## config.mk

```make
export PLATFORM = sky130hd
export DESIGN_NAME = int_cordic_atanh_logit_rtl_flat
export DESIGN_NICKNAME = d
export VERILOG_FILES = /design/src/rtl/int_cordic_atanh_logit_rtl_if.sv /design/src/rtl/int_cordic_atanh_logit_rtl.sv /design/src/flat_wrapper.sv
export SDC_FILE = /design/constraint.sdc
export NUM_CORES = 1
export LEC_CHECK = 0
export ABC_CLOCK_PERIOD_IN_PS = 11900
export BUFFER_PORTS_ARGS = -buffer_cell sky130_fd_sc_hd__buf_4
export CAP_MARGIN = 20
export CORE_MARGIN = 3
export CORE_UTILIZATION = 37
export CTS_BUF_LIST = sky130_fd_sc_hd__clkbuf_2
export DETAILED_ROUTE_END_ITERATION = 12
export PLACE_DENSITY_LB_ADDON = 0.08
export SLEW_MARGIN = 0
export SYNTH_ARGS = -nofsm -noshare
export SYNTH_HDL_FRONTEND = slang
export SYNTH_SLANG_ARGS = --single-unit
export TNS_END_PERCENT = 5
```

## constraint.sdc

```tcl
create_clock -name sys_clk -period 11.9 [get_ports sys_clk]
set_clock_uncertainty 0.05 [all_clocks]
set_input_delay 1.19 -clock sys_clk [delete_from_list [all_inputs] [get_ports sys_clk]]
set_output_delay 1.19 -clock sys_clk [all_outputs]
set_load 0.02 [all_outputs]
```

## src/rtl/int_cordic_atanh_logit_rtl_if.sv

```systemverilog
// Operand/result bus of the inverse-activation CORDIC unit.
// Handshake: a transfer happens on the rising sys_clk edge where valid and
// ready are both high; the valid side holds its data stable until that edge,
// and ready never depends combinationally on valid.
interface int_cordic_atanh_logit_rtl_if #(
   parameter int DATA_WIDTH = 32
) ();
   logic                  in_valid;
   logic                  in_ready;
   logic [DATA_WIDTH-1:0] src_x;
   logic [1:0]            algorithm;
   logic                  out_valid;
   logic                  out_ready;
   logic [DATA_WIDTH-1:0] rho;
   logic                  ovf;

   modport master (
      output in_valid, src_x, algorithm, out_ready,
      input  in_ready, out_valid, rho, ovf
   );

   modport slave (
      input  in_valid, src_x, algorithm, out_ready,
      output in_ready, out_valid, rho, ovf
   );
endinterface

```

## src/rtl/int_cordic_atanh_logit_rtl.sv

```systemverilog
// Inverse activation unit: atanh(t) or logit(p) = 2*atanh(2p-1) computed with
// an iterative hyperbolic CORDIC in vectoring mode (x0 = 1, y0 = t, z -> atanh).
// One operand in flight; fixed latency of ITERATION+2 cycles from acceptance.
module int_cordic_atanh_logit_rtl #(
   parameter int                    DATA_WIDTH = 32,
   parameter int                    FRAC_WIDTH = 16,
   parameter int                    ITERATION  = 16,
   parameter logic [DATA_WIDTH-1:0] DATA_UNIT  = DATA_WIDTH'(1) << FRAC_WIDTH,
   parameter logic [DATA_WIDTH-1:0] T_LIM      = DATA_WIDTH'(52429),
   parameter logic [DATA_WIDTH-1:0] SAT        = DATA_WIDTH'(32'h0008_0000)
) (
   input  logic                         sys_clk,
   input  logic                         sys_rst_n,
   int_cordic_atanh_logit_rtl_if.slave  bus,
   output logic [1:0]                   state_dbg
);

   localparam int GW = DATA_WIDTH + 2;
   localparam int CW = $clog2(ITERATION) + 1;

   localparam logic [1:0] S_IDLE = 2'd0;
   localparam logic [1:0] S_PREP = 2'd1;
   localparam logic [1:0] S_ITER = 2'd2;
   localparam logic [1:0] S_DONE = 2'd3;

   localparam logic [1:0] ALG_ATANH = 2'b10;
   localparam logic [1:0] ALG_LOGIT = 2'b01;

   localparam logic [DATA_WIDTH-1:0] NEG_SAT = DATA_WIDTH'(0) - SAT;

   // Shift schedule 1,2,3,4,4,5,...,13,13,14,...: shifts 4 and 13 are repeated
   // so the hyperbolic iteration converges.
   function automatic logic [5:0] shift_of(input logic [CW-1:0] k);
      logic [5:0] kk;
      kk = 6'(k);
      if (kk < 6'd4)       return kk + 6'd1;
      else if (kk < 6'd14) return kk;
      else                 return kk - 6'd1;
   endfunction

   // atanh(2^-s) in Q16; beyond s = 7 the series is 2^-s to within an LSB.
   function automatic logic signed [GW-1:0] atanh_of(input logic [5:0] s);
      logic signed [GW-1:0] a;
      case (s)
         6'd1:    a = GW'(35999);
         6'd2:    a = GW'(16739);
         6'd3:    a = GW'(8235);
         6'd4:    a = GW'(4101);
         6'd5:    a = GW'(2049);
         6'd6:    a = GW'(1024);
         6'd7:    a = GW'(512);
         default: a = (s <= 6'd16) ? (GW'(1) << (6'd16 - s)) : '0;
      endcase
      return a;
   endfunction

   logic [1:0]            state_q, state_d;
   logic [DATA_WIDTH-1:0] src_q, src_d;
   logic [1:0]            alg_q, alg_d;
   logic signed [GW-1:0]  x_q, x_d, y_q, y_d, z_q, z_d;
   logic [CW-1:0]         iter_q, iter_d;
   logic                  oor_q, oor_d;
   logic                  neg_q, neg_d;
   logic                  zero_q, zero_d;
   logic [DATA_WIDTH-1:0] rho_q, rho_d;
   logic                  ovf_q, ovf_d;

   logic signed [GW-1:0]  y0;
   logic [GW-1:0]         y0_mag;
   logic [5:0]            sh;
   logic signed [GW-1:0]  x_n, y_n, z_n;

   // Initial y from the registered operand, plus one CORDIC micro-step on the current x/y/z.
   always_comb begin
      logic signed [GW-1:0] sx;
      logic signed [GW-1:0] xs;
      logic signed [GW-1:0] ys;
      logic signed [GW-1:0] a;
      sx = $signed({{2{src_q[DATA_WIDTH-1]}}, src_q});
      case (alg_q)
         ALG_ATANH: y0 = sx;
         ALG_LOGIT: y0 = (sx <<< 1) - $signed(GW'(DATA_UNIT));
         default:   y0 = '0;
      endcase
      y0_mag = y0[GW-1] ? GW'(-y0) : GW'(y0);
      sh = shift_of(iter_q);
      xs = x_q >>> sh;
      ys = y_q >>> sh;
      a  = atanh_of(sh);
      if (y_q[GW-1]) begin
         x_n = x_q + ys;
         y_n = y_q + xs;
         z_n = z_q - a;
      end else begin
         x_n = x_q - ys;
         y_n = y_q - xs;
         z_n = z_q + a;
      end
   end

   // Next-state logic: IDLE -> PREP -> ITER (ITERATION cycles) -> DONE -> IDLE.
   always_comb begin
      state_d = state_q;
      src_d   = src_q;
      alg_d   = alg_q;
      x_d     = x_q;
      y_d     = y_q;
      z_d     = z_q;
      iter_d  = iter_q;
      oor_d   = oor_q;
      neg_d   = neg_q;
      zero_d  = zero_q;
      rho_d   = rho_q;
      ovf_d   = ovf_q;
      case (state_q)
         S_IDLE: begin
            if (bus.in_valid) begin
               src_d   = bus.src_x;
               alg_d   = bus.algorithm;
               state_d = S_PREP;
            end
         end
         S_PREP: begin
            x_d     = $signed(GW'(DATA_UNIT));
            y_d     = y0;
            z_d     = '0;
            oor_d   = (y0_mag >= GW'(T_LIM));
            neg_d   = y0[GW-1];
            // sign(0) steering would wander around zero; an exact zero maps to an exact zero
            zero_d  = (y0 == '0);
            iter_d  = '0;
            state_d = S_ITER;
         end
         S_ITER: begin
            x_d    = x_n;
            y_d    = y_n;
            z_d    = z_n;
            iter_d = iter_q + CW'(1);
            if (iter_q == CW'(ITERATION - 1)) begin
               state_d = S_DONE;
               if (alg_q != ALG_ATANH && alg_q != ALG_LOGIT) begin
                  rho_d = '0;
                  ovf_d = 1'b0;
               end else if (oor_q) begin
                  rho_d = neg_q ? NEG_SAT : SAT;
                  ovf_d = 1'b1;
               end else if (zero_q) begin
                  rho_d = '0;
                  ovf_d = 1'b0;
               end else if (alg_q == ALG_LOGIT) begin
                  rho_d = {z_n[DATA_WIDTH-2:0], 1'b0};
                  ovf_d = 1'b0;
               end else begin
                  rho_d = z_n[DATA_WIDTH-1:0];
                  ovf_d = 1'b0;
               end
            end
         end
         default: begin
            if (bus.out_ready) state_d = S_IDLE;
         end
      endcase
   end

   // State and datapath registers; reset discards any in-flight operand.
   always_ff @(posedge sys_clk or negedge sys_rst_n) begin
      if (!sys_rst_n) begin
         state_q <= S_IDLE;
         src_q   <= '0;
         alg_q   <= '0;
         x_q     <= '0;
         y_q     <= '0;
         z_q     <= '0;
         iter_q  <= '0;
         oor_q   <= 1'b0;
         neg_q   <= 1'b0;
         zero_q  <= 1'b0;
         rho_q   <= '0;
         ovf_q   <= 1'b0;
      end else begin
         state_q <= state_d;
         src_q   <= src_d;
         alg_q   <= alg_d;
         x_q     <= x_d;
         y_q     <= y_d;
         z_q     <= z_d;
         iter_q  <= iter_d;
         oor_q   <= oor_d;
         neg_q   <= neg_d;
         zero_q  <= zero_d;
         rho_q   <= rho_d;
         ovf_q   <= ovf_d;
      end
   end

   assign bus.in_ready  = (state_q == S_IDLE);
   assign bus.out_valid = (state_q == S_DONE);
   assign bus.rho       = rho_q;
   assign bus.ovf       = ovf_q;
   assign state_dbg     = state_q;

endmodule

```

## src/flat_wrapper.sv

```systemverilog
// flat-port wrapper written by rule: the top's interface ports become plain ports
module int_cordic_atanh_logit_rtl_flat 
#(
   parameter int                    DATA_WIDTH = 32,
   parameter int                    FRAC_WIDTH = 16,
   parameter int                    ITERATION  = 16,
   parameter logic [DATA_WIDTH-1:0] DATA_UNIT  = DATA_WIDTH'(1) << FRAC_WIDTH,
   parameter logic [DATA_WIDTH-1:0] T_LIM      = DATA_WIDTH'(52429),
   parameter logic [DATA_WIDTH-1:0] SAT        = DATA_WIDTH'(32'h0008_0000)
)
  (sys_clk, sys_rst_n, state_dbg, bus_in_valid, bus_src_x, bus_algorithm, bus_out_ready, bus_in_ready, bus_out_valid, bus_rho, bus_ovf);
  int_cordic_atanh_logit_rtl_if #(.DATA_WIDTH(DATA_WIDTH)) bus_i ();
  input  logic sys_clk;
  input  logic sys_rst_n;
  output logic [1:0] state_dbg;
  input wire logic [$bits(bus_i.in_valid)-1:0] bus_in_valid;
  input wire logic [$bits(bus_i.src_x)-1:0] bus_src_x;
  input wire logic [$bits(bus_i.algorithm)-1:0] bus_algorithm;
  input wire logic [$bits(bus_i.out_ready)-1:0] bus_out_ready;
  output wire logic [$bits(bus_i.in_ready)-1:0] bus_in_ready;
  output wire logic [$bits(bus_i.out_valid)-1:0] bus_out_valid;
  output wire logic [$bits(bus_i.rho)-1:0] bus_rho;
  output wire logic [$bits(bus_i.ovf)-1:0] bus_ovf;
  assign bus_i.in_valid = bus_in_valid;
  assign bus_i.src_x = bus_src_x;
  assign bus_i.algorithm = bus_algorithm;
  assign bus_i.out_ready = bus_out_ready;
  assign bus_in_ready = bus_i.in_ready;
  assign bus_out_valid = bus_i.out_valid;
  assign bus_rho = bus_i.rho;
  assign bus_ovf = bus_i.ovf;
  int_cordic_atanh_logit_rtl #(.DATA_WIDTH(DATA_WIDTH), .FRAC_WIDTH(FRAC_WIDTH), .ITERATION(ITERATION), .DATA_UNIT(DATA_UNIT), .T_LIM(T_LIM), .SAT(SAT)) u_core (.sys_clk(sys_clk), .sys_rst_n(sys_rst_n), .bus(bus_i), .state_dbg(state_dbg));
endmodule
```

==> results.toml <==
[cts]
ctsHoldBuffers = 1
cts_resized = 0
cts_root_buf = "clkbuf_2"
cts_tree = "yes"
cts.sinks = 177
worstSkewPairLatency_ns = 1.09
h-tree-depth = 4
path_clk_slew_ns = 0.37
cts_made_buffers = 17
ctsLongestPathBuffers = 2
cts_setup_buffers = 0

[sta]
tightest_slew_ns = 0.987
maxSlewViolCount = 0
fin_crit_sh_pct = 79.1
rsz0062_at_grt = "no"
timing.final.crit_period_ns = 9.41
finalHoldViolCount = 0
fmax_mhz = 106
setup_viol = 0
setup_tns_ns = 0
relSlewSlack_pct = 33.3
whs_ns = 0.238

[placed_design]
numPortBuffers = 74
place_area_um2 = 21700
hpwl_um = 60200
gp_congestion = 0.980

[detailed_routing]
vias = 21100
dr.pass1.iters = 6
viasPerCell = 6.30
drc = 0
drtIter0Drc = 1742
postRouteAntennaNets = 0
routed_wl_um = 80500
wl_per_cell_um = 24.1

[synthesis]
ys_top_cells_by_area = "dfrtp_1 22%, mux2i_1 8.0%, ha_1 6.8%"
synth_top_area_cell = "dfrtp_1"
synth.distinct_cells = 84
async_flop_share_pct = 100
synth_cells = 2651
synth_area_per_cell_um2 = 7.72
synth_ff_type = "dfrtp_1"
synth_edf_count = 0
netlist.area_leader.share_pct = 21.6
synth-seq-area-share_pct = 21.6
ys_ff_latch = 177
synth.cell_area_um2 = 20500
synthesis.nets = 2804
yosys_warnings = 0

[critical_path]
endpoint = "u_core.x_q[33]$_DFFE_PN0P_"
start_kind = "flip-flop"
slowest_delay_ns = 0.71
worstPathRequired_ns = 12.87
worstSetupPathType = "flip-flop to flip-flop"
path_max_fanout = 40
r2r_slack_ns = 2.49
startpoint = "u_core.iter_q[0]$_DFFE_PN0P_"
cpMaxStageDelayCell = "dfrtp_1"
r2r_start = "u_core.iter_q[0]$_DFFE_PN0P_"
cp-end-kind = "flip-flop"
reg2regPathDepth = 29
arrival_ns = 10.38
crit_top_cell = "mux2i_1"
reg2reg_to = "u_core.x_q[33]$_DFFE_PN0P_"

[layout]
drive_gt1_share_pct = 9.64
area.sequential_um2 = 4430
design_area_um2 = 22000
multi_input_area_um2 = 15000
nets = 2784
syn_to_final_growth_pct = 7.46
num-fill-cells = 5654
final_cell_mix = "240 x a21oi_1, 219 x nand2_1, 211 x nor2_1"
final_util_pct = 40.6
mostFrequentLayoutCell = "a21oi_1"

[global_route]
antenna_found_initial = 3
grt_max_degree = 82
overflow = 0
grt_use_total_pct = 27.6
grt_pass1_vias = 20100
grt_pass1_wl_um = 123000

[floorplan]
fp.dieW_um = 241
die_height_um = 241
io_pins = 75
coreArea_um2 = 54200
fp.dieArea_um2 = 58200
initial_core_util_pct = 37.7
num_rows = 85

[status]
outcome = "completed"

[worst_hold_path]
hp-class = "input pin to flip-flop"

[job]
max_cap_viol_count = 0
[critical path: cells and delay by family (launching register included)]
family / cells / cell delay [ns]
adders and majority gates: 3 / 0.96
DFF: 1 / 0.71
and+or+nand+nor: 11 / 2.59
muxes: 4 / 1.20
buffers and inverters: 2 / 0.80
AOI/OAI and AO/OA: 9 / 3.00
[synth_stat cells, drive strengths merged (8+ instances only)]
cell type / count
a21boi: 10
inv: 119
ha: 112
xnor2: 92
a22oi: 47
or2: 11
o31ai: 17
a311oi: 10
nor4: 21
a31oi: 44
o21bai: 16
o221ai: 19
o22ai: 65
nand4: 24
nor2b: 18
mux2i: 164
nor2: 213
clkbuf: 103
nand3: 93
and2: 23
nor3: 62
o211ai: 21
a21oi: 241
a21o: 58
dfrtp: 177
o21a: 16
mux2: 48
or3: 16
buf: 58
a211oi: 41
xor2: 66
and3: 19
mux4: 11
nand2b: 26
a22o: 16
nand2: 222
o21ai: 181
a32oi: 9
a221o: 8
a221oi: 10
[worst min path at each step]
| stage | startpoint | endpoint | slack [ns] | depth (start not counted) |
|---|---|---|---|---|
| 3_3_place_gp | u_core.bus.rho[3]$_DFFE_PN0P_ | u_core.bus.rho[3]$_DFFE_PN0P_ | 0.42 | 2 |
| 4_1_cts | bus_src_x[17] | u_core.src_q[17]$_DFFE_PN0P_ | 0.1 | 2 |
| 2_1_floorplan | u_core.neg_q$_DFFE_PN0P_ | u_core.neg_q$_DFFE_PN0P_ | 0.44 | 1 |
| 5_1_grt | bus_src_x[6] | u_core.src_q[6]$_DFFE_PN0P_ | 0.09 | 2 |
| 6_report | bus_src_x[4] | u_core.src_q[4]$_DFFE_PN0P_ | 0.24 | 2 |
| 3_5_place_dp | u_core.bus.rho[0]$_DFFE_PN0P_ | u_core.bus.rho[0]$_DFFE_PN0P_ | 0.42 | 2 |
[cell type report]
cell class              instances  area share, %
clock inverters                15          0.950
clock buffers                  17          0.387
multi-input cells            2193           68.3
inverters                     120           2.05
well taps                     696           3.96
diodes                          4         0.0455
repair buffers                122           4.20
flip-flops and latches        177           20.2
[per-layer routing]
metal	vias to the layer above	GRT usage [%]	wire [µm]	part of all wire [%]
met5	-	0	0	0
met4	0	9.99	2700	3.4
met3	144	4.43	4610	5.7
met2	734	43.0	35900	45
met1	10300	38.5	37300	46
li1	9883	-	-	-
[sequential cells by signal, indices dropped and copies added (netlist names), 2 cells and up]
register and flops:
u_core.alg_q 2, u_core.bus.rho 32, u_core.iter_q 5, u_core.src_q 32
u_core.state_dbg 2, u_core.x_q 34, u_core.y_q 34, u_core.z_q 32
[through the flow]
step / setup slack [ns] / cells
CTS: 2.68 / 3340
floorplan: 4.82 / 2651
detailed placement: 2.71 / 3307
finish: 2.49 / 3344
global route: 1.80 / 3344
global placement: 2.97 / 3307
[kinds of logic (layout without fill, tap and decap cells)]
family	after synthesis	in the layout	synth area share [%]
compound gates	912	912	28.9
xor+xnor	158	158	6.76
fa+ha+maj	115	115	7.14
buf+inv	281	274	5.49
flops	177	177	21.6
mux	223	223	11.9
other cells	0	4	0
simple gates	785	785	18.2
Power is not shown: default switching activity piles up to over one toggle a cycle in this logic, so the estimate is an artifact.
